===== src/rtl/irq_rr_scheduler.sv =====
// Round-robin interrupt scheduler: sticky pending bits, per-source
// enable mask, one grant at a time, released by done or by a service timeout.
module irq_rr_scheduler #(
  parameter int NINTR   = 4,
  parameter int IDW     = $clog2(NINTR),
  parameter int TIMEOUT = 16,
  parameter int TW      = $clog2(TIMEOUT + 1)
) (
  input  logic             clk,
  input  logic             reset_n,
  input  logic [NINTR-1:0] req,
  input  logic [NINTR-1:0] mask,
  input  logic             done,
  output logic             irq,
  output logic [IDW-1:0]   irq_id,
  output logic [NINTR-1:0] grant,
  output logic [NINTR-1:0] pending,
  output logic             timeout
);

  localparam int CW = (TW > 0) ? TW : 1;
  localparam logic [NINTR-1:0] ONE = NINTR'(1);

  typedef enum logic [1:0] {
    IDLE    = 2'd0,
    SERVICE = 2'd1,
    RELEASE = 2'd2
  } state_e;

  state_e           state_q;
  logic [NINTR-1:0] pending_q;
  logic [NINTR-1:0] pending_d;
  logic [NINTR-1:0] grant_q;
  logic [IDW-1:0]   irq_id_q;
  logic [IDW-1:0]   ptr_q;
  logic [CW-1:0]    cnt_q;
  logic             irq_q;
  logic             timeout_q;

  logic [NINTR-1:0] elig;
  logic [NINTR-1:0] clr;
  logic [IDW-1:0]   pick;
  logic             done_acc;
  logic             tmo_hit;

  assign done_acc = (state_q == SERVICE) && done;
  assign tmo_hit  = (TIMEOUT != 0) && (cnt_q == CW'(TIMEOUT - 1));
  assign clr      = done_acc ? grant_q : '0;
  // Set wins over clear so a request on the done edge re-pends.
  assign pending_d = (pending_q & ~clr) | req;
  assign elig      = pending_q & mask;

  // Scan farthest-first so the nearest candidate after ptr wins.
  always_comb begin
    int idx;
    logic [IDW-1:0] cand;
    pick = '0;
    idx  = 0;
    cand = '0;
    for (int k = NINTR; k >= 1; k--) begin
      idx = int'(ptr_q) + k;
      if (idx >= NINTR) idx = idx - NINTR;
      cand = IDW'(idx);
      if (elig[cand]) pick = cand;
    end
  end

  always_ff @(posedge clk or negedge reset_n) begin
    if (!reset_n) begin
      state_q   <= IDLE;
      pending_q <= '0;
      grant_q   <= '0;
      irq_id_q  <= '0;
      ptr_q     <= IDW'(NINTR - 1);
      cnt_q     <= '0;
      irq_q     <= 1'b0;
      timeout_q <= 1'b0;
    end else begin
      pending_q <= pending_d;
      timeout_q <= 1'b0;
      case (state_q)
        IDLE: begin
          irq_q   <= 1'b0;
          grant_q <= '0;
          if (|elig) begin
            irq_q    <= 1'b1;
            irq_id_q <= pick;
            grant_q  <= ONE << pick;
            cnt_q    <= '0;
            state_q  <= SERVICE;
          end
        end
        SERVICE: begin
          cnt_q <= cnt_q + 1'b1;
          if (done) begin
            irq_q   <= 1'b0;
            grant_q <= '0;
            ptr_q   <= irq_id_q;
            state_q <= RELEASE;
          end else if (tmo_hit) begin
            irq_q     <= 1'b0;
            grant_q   <= '0;
            timeout_q <= 1'b1;
            ptr_q     <= irq_id_q;
            state_q   <= RELEASE;
          end
        end
        RELEASE: begin
          irq_q   <= 1'b0;
          grant_q <= '0;
          state_q <= IDLE;
        end
        default: begin
          irq_q   <= 1'b0;
          grant_q <= '0;
          state_q <= IDLE;
        end
      endcase
    end
  end

  assign irq     = irq_q;
  assign irq_id  = irq_id_q;
  assign grant   = grant_q;
  assign pending = pending_q;
  assign timeout = timeout_q;

endmodule


===== config.mk =====
export PLATFORM = sky130hd
export DESIGN_NAME = irq_rr_scheduler
export DESIGN_NICKNAME = d
export VERILOG_FILES = /design/src/rtl/irq_rr_scheduler.sv
export SDC_FILE = /design/constraint.sdc
export NUM_CORES = 1
export LEC_CHECK = 0
export BUFFER_PORTS_ARGS = -buffer_cell sky130_fd_sc_hd__clkbuf_2
export CELL_PAD_IN_SITES_DETAIL_PLACEMENT = 0
export CELL_PAD_IN_SITES_GLOBAL_PLACEMENT = 1
export CORE_MARGIN = 2
export CORE_UTILIZATION = 40
export DETAILED_ROUTE_END_ITERATION = 16
export GPL_TIMING_DRIVEN = 0
export PLACE_DENSITY_LB_ADDON = 0.1
export SLEW_MARGIN = 10
export SYNTH_ARGS = -nofsm -noshare
export SYNTH_HDL_FRONTEND = slang
export SYNTH_SLANG_ARGS = --single-unit

===== constraint.sdc =====
create_clock -name clk -period 2 [get_ports clk]
set_input_delay 0.2 -clock clk [delete_from_list [all_inputs] [get_ports clk]]
set_output_delay 0.2 -clock clk [all_outputs]
set_load 0.05 [all_outputs]

Word level (Yosys, flattened, before mapping)

Index checks and enable logic that the tools add are counted.

Register bits: 21
Bits in latches: 0
Bits in writable memories: 0
Memory bits (read-only): 0
Bits of input ports: 11
Output and inout bits: 12
Logic and storage cells: 79
Memories: 0

$add $sub $neg: 9
$mul: 0
Divide/modulo/power cells: 0
Magnitude comparators: 8
Equal/unequal tests: 4
Shift-type cells: 1
Muxes and demuxes: 36
Bitwise gates (word level): 4
Reductions and logical operators: 9

Operator list:

| cell                                                                  | count |
|---|---|
| 2-bit two-way mux                                                     | 13 |
| 4-bit two-way mux                                                     | 4 |
| 2-bit by 3-bit < comparator with 1-bit output, second input constant  | 4 |
| 1-bit two-way mux                                                     | 10 |
| 5-bit case mux with 2 select lines                                    | 1 |
| 3-bit >= comparator, second input constant                            | 3 |
| 4-bit bitwise AND                                                     | 2 |
| 1-bit binary-select mux with 2-bit select                             | 4 |
| 4-bit case mux with 2 select lines                                    | 1 |
| 2-bit AND reduction                                                   | 4 |
| 2-bit by 1-bit subtractor with 2-bit output, second input constant    | 4 |
| 2-bit by 2-bit adder with 3-bit output, second input constant         | 2 |
| 5-bit by 1-bit adder with 5-bit output, second input constant         | 1 |
| 5-bit by 4-bit == test with 1-bit output, second input constant       | 1 |
| 5-bit two-way mux                                                     | 1 |
| 2-bit by 3-bit adder with 4-bit output, second input constant         | 1 |
| 4-bit by 3-bit >= comparator with 1-bit output, second input constant | 1 |
| 4-bit NOT                                                             | 1 |
| 4-bit OR                                                              | 1 |
| 2-bit case mux with 2 select lines                                    | 1 |
| 2-bit nonzero test                                                    | 2 |
| 4-bit OR reduction                                                    | 1 |
| 1-bit by 2-bit left shift with 4-bit output, first input constant     | 1 |
| 2-bit by 1-bit adder with 3-bit output, second input constant         | 1 |
| other kinds (6)                                                       | 6 |

Logic depth before layout (Yosys ltp)

Gate-level depths: netlist of run 1.

Depth after elaboration: 12
Mapped depth: 6
Gate-level depth less buffers: 6

Worst setup path after synthesis of run 1

OpenSTA, ideal clock, no wires.

Path kind: reg-to-reg
From: register pending_q[0], in the netlist pending[0]
To: register cnt_q[0]
Library setup time: 123 ps
Arrival time: 1507 ps
Required time: 1877 ps
Slack: 371 ps
Cell stages (with the launch flop): 6
Buffers on the path: 1
Period minus slack after synthesis: 1629 ps
Cells stage by stage: dfrtp_1 a22oi_1 a311oi_2 buf_4 nand3b_1 o21ai_1

Cells in the longest elaborated chain, start to end: 4

Ends and longest elaborated chain:

| item                                   | RTL line | text |
|---|---|---|
| from (decl)                            | 31       | `logic [NINTR-1:0] pending_q;` |
| from (signal assigned)                 | 79       | `pending_q <= pending_d;` |
| 4-bit bitwise AND                      | 51       | `assign elig = pending_q & mask;` |
| 4-bit OR reduction                     | 85       | `if (\|elig) begin` |
| 2-bit inequality test (no source line) | n/a      |  |
| 2-bit AND reduction (no source line)   | n/a      |  |
| to (signal assigned)                   | 94       | `cnt_q <= cnt_q + 1'b1;` |
| to (decl)                              | 36       | `logic [CW-1:0] cnt_q;` |

Every way passes these cells.
A chain may end at the register's enable or synchronous reset.

Worst setup path after layout of run 1

From: register cnt_q[0]
To: register ptr_q[1]

Cells in the longest elaborated chain, start to end: 3

Ends and longest elaborated chain:

| item                                     | RTL line | text |
|---|---|---|
| 5-bit by 4-bit == test with 1-bit output | 47       | `assign tmo_hit = (TIMEOUT != 0) && (cnt_q == CW'(TIMEOUT - 1));` |
| 2-bit nonzero test (no source line)      | n/a      |  |
| 2-bit AND reduction (no source line)     | n/a      |  |
| to (signal assigned)                     | 74       | `ptr_q <= IDW'(NINTR - 1);` |
| to (signal assigned)                     | 98       | `ptr_q <= irq_id_q;` |
| to (signal assigned)                     | 104      | `ptr_q <= irq_id_q;` |
| to (decl)                                | 35       | `logic [IDW-1:0] ptr_q;` |

Every way passes these cells.

==> flow_metrics.tcl, run 1 <==
set metrics [dict create \
    status "complete, no violations" \
    dieHeight_microns 53.6 \
    htree_levels 1 \
    crit_arrival_ns 1.94 \
    num_rows 17 \
    cts_buffers 3 \
    layout-drive-gt1-share_pct 30.8 \
    synth_seq_area_share_pct 53.6 \
    ir_drop_mv 0.818 \
    core-area_sq_um 2280 \
    final_max_slew_viol_count 0 \
    seq_area_sq_um 528 \
    post-route-period-util_pct 85.6 \
    criticalPathCategory "flip-flop to flip-flop" \
    layout.nets 131 \
    endpoint "ptr_q[1]" \
    p_sw_share_pct 45.7 \
    io_buffers 22 \
    worstReg2RegStart "cnt_q[0]" \
    grt_pass1_wl_microns 3180 \
    cts_tree "done" \
    reg2reg_to "ptr_q[1]" \
    crit_slowest_cell "dfrtp_1" \
    vias 770 \
    worstPathCellList "ha_1 > and3_1 > ha_1 > nor2_1 > nor2_1 > mux2_2" \
    reg2reg_depth 6 \
    crit_fanout 4 \
    utilization_pct 51.5 \
    p_comb_share_pct 47.5 \
    clock_skew_ns 0.00656 \
    worst_pin_slew_ns 0.512 \
    pin_count 23 \
    overflow 0 \
    rsz0062_at_grt "false" \
    drv_cap 0 \
    setup_viol 0 \
    p_int_w 0.000928 \
    cp_top_family "simple AND/OR/NAND/NOR gates" \
    p_sw_w 0.000781 \
    cp_num_cells 6 \
    die_w_microns 53.6 \
    p_leak_nw 0.544 \
    required_ns 2.23 \
    power_density_nw_per_um2 1460 \
    routed_wl_microns 1940 \
    dr.pass1.iters 4 \
    wl_per_cell_microns 13.4 \
    min_period_ns 1.71 \
    via_per_inst 5.31 \
    area_delta_synth_final_pct 18.9 \
    clkLatencyLatePin_ns 0.30 \
    yosysWarnings 0 \
    final_common_cell "clkbuf_2" \
    layout_common_cells "22 x clkbuf_2, 19 x dfrtp_1, 8 x nand2_1, 6 x nand3_1, 6 x nor2_1" \
    timing.fmax_ghz 0.584 \
    initial_core_util_pct 43.3 \
    antenna_cells 0 \
    cp-end-kind "flip-flop" \
    syn_area_sq_um 985 \
    gp_congestion 0.706 \
    synth_edf_count 0 \
    synth-seq-cells 21 \
    power.clock.fraction_pct 11.4 \
    clk_pin_slew_worst_paths_ns 0.11 \
    ff2ff_setup_slack_ns 0.29 \
    cts_root_buf "clkbuf_4" \
    hold_class "primary input to flip-flop" \
    slowest_delay_ns 0.42 \
    multi_input_area_sq_um 435 \
    synth_fp_nets 103 \
    critPathLaunchType "flip-flop" \
    slew_headroom_pct 65.8 \
    drtIter0Drc 6 \
    drc_errors 0 \
    antenna_found_initial 0 \
    grt_usage_pct 16.1 \
    seqPwrFrac_pct 41.1 \
    die_area_sq_um 2870 \
    ys.flop_type "dfrtp_1" \
    synthCells 90 \
    dp_hpwl_microns 1470 \
    ys_types 35 \
    path_buf_inv 0 \
    grt_max_degree 22 \
    cts_setup_buffers 0 \
    finalHoldViolCount 0 \
    clockBufferDepth 2 \
    fill_cells 226 \
    synthArstFlopShare_pct 100 \
    setup_tns_ns 0 \
    cts_sinks 21 \
    drtAntennaViolNets 0 \
    syn_avg_cell_area_sq_um 10.9 \
    startpoint "cnt_q[0]" \
    grt_pass1_vias 682 \
]
## power by group through the flow
stage / Clock (W) / Combinational [W] / Sequential, W
2_1_floorplan: 0 / 0.000379 / 0.000942
3_3_place_gp: 0 / 0.000804 / 0.000705
3_5_place_dp: 0 / 0.000814 / 0.000712
4_1_cts: 0.000205 / 0.000818 / 0.000705
5_1_grt: 0.000225 / 0.000881 / 0.000723
6_report: 0.000195 / 0.000811 / 0.000703
## cells in the mapped netlist (2+ instances only)
master	number	share of area (%)
a22o_1	3	2.7
nand3b_1	2	1.5
and3_1	2	1.3
buf_4	2	1.5
nor2_1	6	2.3
a21o_1	5	3.8
xor2_1	2	1.8
ha_1	2	2.5
o22ai_1	2	1.3
a21oi_1	2	1.0
o21ai_0	2	1.0
a22oi_1	2	1.5
dfrtp_1	19	48
inv_1	2	0.76
nand3_1	6	3.0
dfstp_2	2	5.3
mux2_2	2	2.3
nand2_1	8	3.0
o21ai_1	3	1.5
## kinds of logic after synthesis
group	count (synthesis)	share of synthesized area, %
buffers and inverters	5	2.67
AOI/OAI and AO/OA	24	18.6
xor gates and xnor gates	2	1.78
and+or+nand+nor	34	18.6
DFF	21	53.6
muxes	2	2.29
adders and majority gates	2	2.54
## how the worst min path moves through the flow
stage / to / from / depth (start not counted) / slack [ns]
4_1_cts: pending[0] / req[0] / 2 / 0.06
5_1_grt: pending[2] / req[2] / 2 / 0.06
3_5_place_dp: cnt_q[4] / reset_n / 1 / 0.19
3_3_place_gp: timeout / reset_n / 1 / 0.19
2_1_floorplan: cnt_q[0] / reset_n / 0 / -0.1
6_report: pending[0] / req[0] / 2 / 0.07
## worst reg2reg max path, cell delays in order, from the launching register on
cell	delay [ns]
dfrtp_1	0.42
ha_1	0.18
and3_1	0.18
ha_1	0.21
nor2_1	0.05
nor2_1	0.22
mux2_2	0.37
## flip-flops by register name, indices dropped and copies added, names as in the netlist
signal	flops
state_q	2
ptr_q	2
grant	4
timeout	1
pending	4
irq_id	2
irq	1
cnt_q	5
## repair_timing
item | 4_1_cts | 5_1_grt
endpoints found under the setup margin | 0 | 5
hold buffers | 1 | 0
hold endpoints to repair | 19 | 0
gates resized for setup | 0 | 1
## stage by stage
step	instance area, sq um	std cells	total power [W]	worst slack, ns	hold WS (ns)
floorplan	985	90	0.00132	0.371	-0.0956
global placement	1130	140	0.00151	0.128	0.192
detailed placement	1130	140	0.00153	0.120	0.189
CTS	1170	145	0.00173	0.0814	0.0627
global route	1170	145	0.00183	0.181	0.0589
finish	1170	145	0.00171	0.289	0.0694
## layout make-up
type | instances | share of cell area [%]
inverters | 2 | 0.641
multi-input cells | 64 | 37.2
plain buffers | 3 | 1.60
repair buffers | 23 | 10.3
well taps | 28 | 2.99
flip-flops and latches | 21 | 45.1
clock buffers | 4 | 2.24
## per-layer routing
layer	share of wire [%]	track usage [%]
met2	44	23.7
met5	0	0
met4	0.87	5.13
met3	6.7	6.11
met1	49	21.9
No activity file was read; power rests on OpenSTA's default activity.
==> run 2: changes to the inputs <==
--- a/config.mk
+++ b/config.mk
@@ -9,7 +9,8 @@
 export CELL_PAD_IN_SITES_DETAIL_PLACEMENT = 0
 export CELL_PAD_IN_SITES_GLOBAL_PLACEMENT = 1
 export CORE_MARGIN = 2
-export CORE_UTILIZATION = 40
+export CORE_UTILIZATION = 42
+export CTS_BUF_LIST = sky130_fd_sc_hd__clkbuf_2
 export DETAILED_ROUTE_END_ITERATION = 16
 export GPL_TIMING_DRIVEN = 0
 export PLACE_DENSITY_LB_ADDON = 0.1
==> run 2 against run 1 <==
Against the previous run: critical path depth fell by 1; maximum frequency up 1.2%; final cell count did not move; largest power group unchanged; critical endpoint is now grant[1]; clock skew rose by 0.0076 ns; utilization grew 1.2 points; combinational power about the same; via count shrank 1.4%; clock power down 16%; sequential power is essentially flat.
==> flow_metrics.tcl, run 2 (synthesis gave the netlist of run 1 again) <==
set metrics [dict create \
    slowest_delay_ns 0.45 \
    die_w_microns 52.4 \
    setup_slack_ns 0.309 \
    drv_cap 0 \
    num_rows 17 \
    die_area_sq_um 2750 \
    required_ns 2.25 \
    drtAntennaViolNets 0 \
    path_buf_inv 0 \
    cp-end-kind "flip-flop" \
    regMostFlops "cnt_q" \
    dp_slack_ns 0.106 \
    final_cells 145 \
    use_met3_pct 5.43 \
    finalHoldViolCount 0 \
    layout.nets 131 \
    status "complete, no violations" \
    cts_tree "done" \
    clkLatencyLatePin_ns 0.31 \
    htree_levels 1 \
    placed_area_sq_um 1130 \
    timing.fmax_ghz 0.592 \
    grt_pass1_vias 722 \
    routed_wl_microns 1890 \
    dr.pass1.iters 3 \
    global_route.usage.met1_pct 21.8 \
    seq_area_sq_um 528 \
    initial_core_util_pct 44.5 \
    grt_pass1_wl_microns 3240 \
    gr-usage-met2_pct 26.0 \
    crit_arrival_ns 1.94 \
    dp_cells 140 \
    p_leak_nw 0.545 \
    dieHeight_microns 52.4 \
    final_max_slew_viol_count 0 \
    largest_reg_flops 5 \
    grt_usage_pct 16.5 \
    rsz0062_at_grt "false" \
    crit_fanout 6 \
    cts_buffers 3 \
    finalPower_w 0.00168 \
    clk_pin_slew_worst_paths_ns 0.19 \
    setup_viol 0 \
    ir_drop_mv 0.860 \
    area_delta_synth_final_pct 18.3 \
    cts_setup_buffers 0 \
    io_buffers 22 \
    cts_sinks 21 \
    core-area_sq_um 2210 \
    worstPathCellList "ha_1 > and3_1 > ha_1 > nor3_2 > a22o_1" \
    worstReg2RegStart "cnt_q[0]" \
    vias 759 \
    layout-drive-gt1-share_pct 31.6 \
    antenna_found_initial 0 \
    drc_errors 0 \
    pin_count 23 \
    min_period_ns 1.69 \
    grt_max_degree 22 \
    critPathLaunchType "flip-flop" \
    criticalPathCategory "flip-flop to flip-flop" \
    setup_tns_ns 0 \
    layout_common_cells "25 x clkbuf_2, 19 x dfrtp_1, 8 x nand2_1, 6 x nand3_1, 6 x nor2_1" \
    wl_per_cell_microns 13.0 \
    hold_start "req[3]" \
    worst_pin_slew_ns 0.490 \
    crit_slowest_cell "dfrtp_1" \
    slew_headroom_pct 67.4 \
    cp_top_family "simple AND/OR/NAND/NOR gates" \
    overflow 0 \
    gp_congestion 0.756 \
    post-route-period-util_pct 84.5 \
    final_common_cell "clkbuf_2" \
    busiest_layer "met2" \
    post-route-cell-area_sq_um 1160 \
    antenna_cells 0 \
    via_per_inst 5.23 \
    startpoint "cnt_q[0]" \
    cts_root_buf "clkbuf_2" \
    dp_hpwl_microns 1480 \
    clock_skew_ns 0.0142 \
    hold_class "primary input to flip-flop" \
    fill_cells 213 \
    multi_input_area_sq_um 435 \
    cp_common_cell "ha_1" \
    drtIter0Drc 4 \
    power_density_nw_per_um2 1440 \
    clockBufferDepth 2 \
]
==> run 2: power breakdown <==
part | internal (W) | total [W] | switching (W)
Clock | 0.0000453 | 0.000164 | 0.000118
Combinational | 0.000273 | 0.000812 | 0.000539
Sequential | 0.000576 | 0.000701 | 0.000125
Total | 0.000894 | 0.00168 | 0.000782
==> run 2: layout make-up <==
type / instances / area share (%)
flip-flops and latches: 21 / 45.3
multi-input cells: 64 / 37.4
repair buffers: 23 / 10.3
well taps: 28 / 3.01
plain buffers: 3 / 1.61
clock buffers: 3 / 1.29
inverters: 2 / 0.644
clock inverters: 1 / 0.430
==> run 2: metrics by stage <==
| step | utilization [%] | hold WS (ns) |
|---|---|---|
| 2_1_floorplan | - | -0.0956 |
| 3_3_place_gp | 51.1 | 0.186 |
| 3_5_place_dp | 51.1 | 0.188 |
| 4_1_cts | 52.4 | 0.0373 |
| 5_1_grt | 52.7 | 0.0225 |
| 6_report | 52.7 | 0.0564 |
==> run 2: layer usage <==
| metal | vias up | wire length [microns] |
|---|---|---|
| met1 | 355 | 946 |
| met4 | 0 | 14 |
| li1 | 382 | - |
| met2 | 20 | 823 |
| met5 | - | 0 |
| met3 | 2 | 100 |
==> run 2: what timing repair did <==
| item | CTS | global route |
|---|---|---|
| gates resized for setup | 0 | 1 |
| setup endpoints to repair | 0 | 6 |
| hold endpoints to repair | 19 | 0 |
| hold buffers | 1 | 0 |
==> run 2: final timing paths <==
kind / end / slack [ns] / cells after the start
worst max-delay path: grant[1] / 0.31 / 5
worst min-delay path: pending[3] / 0.06 / 2
worst max register to register: grant[1] / 0.31 / 5
worst min register to register: irq / 0.51 / 1
max in group asynchronous: ptr_q[1] / 1.30 / 2
min in group asynchronous: cnt_q[1] / 0.35 / 2
